`config.mk`:
```
export PLATFORM = sky130hd
export DESIGN_NAME = percept_bus_sched
export DESIGN_NICKNAME = d
export VERILOG_FILES = /design/src/rtl/percept_bus_pkg.sv /design/src/rtl/percept_bus_sched_arb.sv /design/src/rtl/percept_bus_sched.sv
export SDC_FILE = /design/constraint.sdc
export NUM_CORES = 1
export LEC_CHECK = 0
export CAP_MARGIN = 20
export CORE_ASPECT_RATIO = 0.7
export CORE_MARGIN = 2
export CORE_UTILIZATION = 25
export CTS_BUF_LIST = sky130_fd_sc_hd__clkbuf_4 sky130_fd_sc_hd__clkbuf_8
export CTS_CLUSTER_DIAMETER = 120
export DETAILED_ROUTE_END_ITERATION = 8
export SLEW_MARGIN = 30
export SYNTH_ARGS = -nofsm -noshare
export SYNTH_HDL_FRONTEND = slang
export SYNTH_SLANG_ARGS = --single-unit
```
`constraint.sdc`:
```
create_clock -name clk -period 4.4 [get_ports clk]
set_input_delay 0.44 -clock clk [delete_from_list [all_inputs] [get_ports clk]]
set_output_delay 0.44 -clock clk [all_outputs]
set_load 0.05 [all_outputs]
```
`src/rtl/percept_bus_pkg.sv`:
```
// Shared types and constants for the percept broadcast-line scheduler.
// Build option: define PERCEPT_BUS_PARITY_EN to append an even-parity bit to
// every frame. The percept_if nodes must be built with the same setting.
package percept_bus_pkg;

  localparam int unsigned ADDR_W = 8;
  localparam int unsigned DATA_W = 8;

`ifdef PERCEPT_BUS_PARITY_EN
  localparam int unsigned FRAME_BITS = 18;
`else
  localparam int unsigned FRAME_BITS = 17;
`endif

  // Level the broadcast line rests at between frames
  localparam logic LINE_IDLE = 1'b1;

  typedef enum logic [2:0] {
    ST_IDLE,
    ST_START,
    ST_ADDR,
    ST_DATA,
    ST_PAR,
    ST_GAP
  } bus_state_e;

  // Even parity over the whole payload: XOR of all address and data bits
  function automatic logic even_parity(input logic [ADDR_W-1:0] addr,
                                       input logic [DATA_W-1:0] data);
    return ^{addr, data};
  endfunction

endpackage

```
`src/rtl/percept_bus_sched_arb.sv`:
```
// percept_rr_arb: combinational N_REQ-way round-robin picker.
// Ports:
//   valid - request vector
//   ptr   - index of the last granted requester (search starts at ptr+1)
//   grant - one-hot grant, all zero when nothing is valid
//   idx   - binary index of the granted requester (0 when nothing is valid)
module percept_rr_arb
  import percept_bus_pkg::*;
#(
  parameter int unsigned N_REQ = 2,
  parameter int unsigned IDW   = 1
) (
  input  logic [N_REQ-1:0] valid,
  input  logic [IDW-1:0]   ptr,
  output logic [N_REQ-1:0] grant,
  output logic [IDW-1:0]   idx
);

  logic           found;
  logic [IDW-1:0] cand;

  // Walk the ring starting just after ptr; first valid entry wins
  always_comb begin
    grant = '0;
    idx   = '0;
    found = 1'b0;
    cand  = '0;
    for (int unsigned k = 1; k <= N_REQ; k++) begin
      cand = IDW'((32'(ptr) + k) % N_REQ);
      if (!found && valid[cand]) begin
        found       = 1'b1;
        grant[cand] = 1'b1;
        idx         = cand;
      end
    end
  end

endmodule

```
`src/rtl/percept_bus_sched.sv`:
```
// percept_bus_sched: sole driver of the percept_if broadcast serial line.
// Grants requesters round-robin and sends each grant as one frame:
// start bit (0), address MSB first, data MSB first, [parity], then an
// idle-high guard gap of GAP cycles.
// Build option: PERCEPT_BUS_PARITY_EN adds an even-parity bit after the data.
// Ports:
//   clk, nRst           - clock, asynchronous active-low reset
//   req_valid[i]        - requester i has a frame pending
//   req_addr/req_data   - byte i in bits [8i+7:8i]
//   req_ack[i]          - one-cycle pulse when requester i's frame is captured
//   grant_id            - index of the requester being sent (held afterwards)
//   busy                - high from start bit through end of guard gap
//   frame_done          - pulse on first idle-high cycle after the last frame bit
//   serial_out          - broadcast line, idle high
module percept_bus_sched
  import percept_bus_pkg::*;
#(
  parameter int unsigned N_REQ = 2,
  parameter int unsigned GAP   = 2,
  parameter int unsigned IDW   = (N_REQ > 1) ? $clog2(N_REQ) : 1
) (
  input  logic                    clk,
  input  logic                    nRst,
  input  logic [N_REQ-1:0]        req_valid,
  input  logic [ADDR_W*N_REQ-1:0] req_addr,
  input  logic [DATA_W*N_REQ-1:0] req_data,
  output logic [N_REQ-1:0]        req_ack,
  output logic [IDW-1:0]          grant_id,
  output logic                    busy,
  output logic                    frame_done,
  output logic                    serial_out
);

  localparam int unsigned BCW = 3;
  localparam int unsigned GCW = 4;

  bus_state_e        state;
  logic [IDW-1:0]    ptr;
  logic [ADDR_W-1:0] addr_q;
  logic [DATA_W-1:0] data_q;
  logic [BCW-1:0]    bit_cnt;
  logic [GCW-1:0]    gap_cnt;

  logic [N_REQ-1:0]  arb_grant;
  logic [IDW-1:0]    arb_idx;

  percept_rr_arb #(
    .N_REQ (N_REQ),
    .IDW   (IDW)
  ) u_arb (
    .valid (req_valid),
    .ptr   (ptr),
    .grant (arb_grant),
    .idx   (arb_idx)
  );

  // Frame sequencer; every output is loaded with the value for the state
  // being entered so the line and status change together with the state.
  always_ff @(posedge clk or negedge nRst) begin
    if (!nRst) begin
      state      <= ST_IDLE;
      ptr        <= IDW'(N_REQ - 1);
      addr_q     <= '0;
      data_q     <= '0;
      bit_cnt    <= '0;
      gap_cnt    <= '0;
      serial_out <= LINE_IDLE;
      req_ack    <= '0;
      busy       <= 1'b0;
      frame_done <= 1'b0;
      grant_id   <= '0;
    end else begin
      req_ack    <= '0;
      frame_done <= 1'b0;
      case (state)
        ST_IDLE: begin
          if (|req_valid) begin
            addr_q     <= req_addr[32'(arb_idx)*ADDR_W +: ADDR_W];
            data_q     <= req_data[32'(arb_idx)*DATA_W +: DATA_W];
            req_ack    <= arb_grant;
            grant_id   <= arb_idx;
            ptr        <= arb_idx;
            busy       <= 1'b1;
            serial_out <= 1'b0;
            state      <= ST_START;
          end else begin
            serial_out <= LINE_IDLE;
          end
        end
        ST_START: begin
          bit_cnt    <= BCW'(ADDR_W - 1);
          serial_out <= addr_q[ADDR_W-1];
          state      <= ST_ADDR;
        end
        ST_ADDR: begin
          if (bit_cnt == '0) begin
            bit_cnt    <= BCW'(DATA_W - 1);
            serial_out <= data_q[DATA_W-1];
            state      <= ST_DATA;
          end else begin
            bit_cnt    <= bit_cnt - BCW'(1);
            serial_out <= addr_q[bit_cnt - BCW'(1)];
          end
        end
        ST_DATA: begin
          if (bit_cnt == '0) begin
`ifdef PERCEPT_BUS_PARITY_EN
            serial_out <= even_parity(addr_q, data_q);
            state      <= ST_PAR;
`else
            serial_out <= LINE_IDLE;
            frame_done <= 1'b1;
            gap_cnt    <= GCW'(GAP - 1);
            state      <= ST_GAP;
`endif
          end else begin
            bit_cnt    <= bit_cnt - BCW'(1);
            serial_out <= data_q[bit_cnt - BCW'(1)];
          end
        end
        ST_PAR: begin
          serial_out <= LINE_IDLE;
          frame_done <= 1'b1;
          gap_cnt    <= GCW'(GAP - 1);
          state      <= ST_GAP;
        end
        ST_GAP: begin
          serial_out <= LINE_IDLE;
          if (gap_cnt == '0) begin
            busy  <= 1'b0;
            state <= ST_IDLE;
          end else begin
            gap_cnt <= gap_cnt - GCW'(1);
          end
        end
        default: begin
          serial_out <= LINE_IDLE;
          busy       <= 1'b0;
          state      <= ST_IDLE;
        end
      endcase
    end
  end

endmodule

```
==> impl_metrics.ini <==
[grt]
top_usage_layer = met2
antenna_found_initial = 0
use_met1_pct = 16.00
grt_use_met2_pct = 16.16
grt_pass1_vias = 1394
grt_use_total_pct = 11.21
globalRouteMet3Util_pct = 3.996
overflow = 0
grt_max_degree = 35
grt_pass1_wl_mm = 6.541

[sta]
fin_ws_ps = 2009
rsz0062_at_grt = false
clock_skew_ps = 4.440
slew_headroom_pct = 50.34
setup_viol = 0
fmax_mhz = 418.2
fin_crit_sh_pct = 54.35
worstMarginPinSlew_ps = 743.1
slew_violations = 0
fin_setup_tns_ps = 0
min_period_ps = 2391
hold_viol = 0

[layout]
area_delta_synth_final_pct = 36.38
fin_util_pct = 34.90
design_area_mm2 = 0.002336
fin_nets = 245
diodes = 0
drive_gt1_share_pct = 9.662

[floorplanning]
coreArea_mm2 = 0.006694
start_util_pct = 25.59
die_y_um = 73.26
die_w_um = 102.9
die-area_mm2 = 0.007541
rows = 25
num_io_pins = 42

[synthesis]
synthTopCellsByArea = dfrtp_1, mux2i_1, o21ai_1, nand2_1, dfstp_2
ys_seq_elements = 33
synth.distinct_cells = 40
synth.avg_cell_area_um2 = 10.38
yosys_most_used_dff = dfrtp_1
synthCells = 165
synth_top_area_share_pct = 45.29
yosysMostFrequentCell = dfrtp_1
synth.top_cells.by_count = dfrtp_1, nand2_1, o21ai_1
async_flop_share_pct = 100.0
syn-num-nets = 204
ys_seq_area_share_pct = 48.36
syn_area_mm2 = 0.001713
synth_top_cell_by_area = dfrtp_1
yosysWarnings = 0
synth_edf_count = 0

[placement]
io_buffers = 41
gp_congestion = 0.7283
hpwl_mm = 2.848
placed_cell_area_mm2 = 0.002235
dp_slack_ps = 2029

[worst_hold_path]
hold_path_class = register to register
min_from = grant_id

[setup_path]
r2r_start = bit_cnt[0]
start_kind = register
critical_path.max_fanout = 5
criticalPathCategory = register to register
required_ps = 4610
startpoint = bit_cnt[0]
cp_cell_sequence = inv_1, ha_1, xor2_1, mux4_1, mux2_2, a31o_1
cpPeakStageDelay_ps = 590
cp_data_arrival_time_ps = 2610
cp-end-kind = register
r2r_setup_slack_ps = 2010
cpMaxStageDelayCell = mux4_1

[clock_tree]
cts_resized = 0
post_cts_buffers = 0
cts_buffers = 5
htreeDepth = 2
clk-insertion-delay-late_ps = 280
cts_num_sinks = 33
clk_path_buf_depth = 2
cts_tree = done
clkSlewWorstSetupHoldPaths_ps = 70
cts_hold_buf = 0
root_buffer = clkbuf_8

[power_and_ir_drop]
p_leak_nw = 1.034
peakVddDrop_v = 0.0001660
power.density_mw_per_mm2 = 619.3
power.total_mw = 1.447

[route]
wl_per_cell_um = 12.77
drc = 0
routed_wl_mm = 3.843
drt_first_pass_iters = 4
via_per_inst = 4.462
drt_iter0_drc = 83
vias = 1343
ant_nets = 0

[flow_run]
cap_viol_max_count = 0

[run_status]
status = complete, no violations
## cells in the final DEF (no fill, tap or decap), drive strengths merged, types with 2 or more instances in the layout
cell type,n
dfrtp,31
o2bb2ai,3
nand3,3
nor3,4
a21oi,2
nand2,20
a22oi,3
dfstp,2
nor2,10
a31oi,3
o21bai,2
buf,2
nand2b,2
inv,7
a21o,3
ha,3
mux2i,16
xor2,2
mux4,4
and2,2
clkdlybuf4s50,41
clkbuf,7
o21ai,18
## through the flow
stage	instances	hold slack, ps
detailed placement	293	464.2
CTS	301	480.8
finish	301	479.2
floorplan	165	144.4
global route	301	514.1
global placement	293	460.8
## routing by layer
metal / up-vias / part of all wire, %
met5: - / 0
met4: 0 / 0
met3: 0 / 6.9
met2: 48 / 42
met1: 623 / 51
li1: 672 / -
## worst max-delay path: cells and delay by family, from the launching register on
family	cells	cell delay, ps
fa+ha+maj	1	270
xor+xnor	1	340
compound gates	1	210
flops	1	440
mux	2	870
buf+inv	1	180
## registers in the layout, summed over array words and instances (netlist names), 2 cells and up
signal / cells
req_ack: 2
gap_cnt: 4
addr_q: 8
bit_cnt: 3
state: 3
data_q: 8
## logic make-up (layout without fill, tap and decap cells)
| logic type | Yosys count | in the layout | synth area share [%] |
|---|---|---|---|
| buffers and inverters | 16 | 58 | 3.652 |
| DFF | 33 | 33 | 48.36 |
| and+or+nand+nor | 47 | 47 | 12.78 |
| AOI/OAI and AO/OA | 42 | 42 | 15.78 |
| xor gates and xnor gates | 3 | 3 | 1.534 |
| adders and majority gates | 3 | 3 | 2.192 |
| muxes | 21 | 21 | 15.70 |
## area by class of cell
type	count	area, µm²
clock buffers	7	96.34
clock inverters	1	5.005
fillers	724	4358
inverters	7	26.28
multi-input cells	116	837.1
flip-flops and latches	33	828.3
well taps	94	117.6
repair buffers	43	425.4
## power by group
| part | leakage [nW] | switching [mW] | internal, mW | total, mW |
|---|---|---|---|---|
| registers | 0.406 | 0.113 | 0.436 | 0.549 |
| logic | 0.574 | 0.318 | 0.327 | 0.645 |
| clock network | 0.0542 | 0.111 | 0.141 | 0.252 |
## final timing paths
path	end	cells past startpoint
worst max-delay path	serial_out	6
worst min-delay path	grant_id	1
worst max register to register	serial_out	6
worst min register to register	grant_id	1
max in group asynchronous	ptr	2
min in group asynchronous	gap_cnt[3]	2
Note: power is estimated with default switching activity, not from simulation.
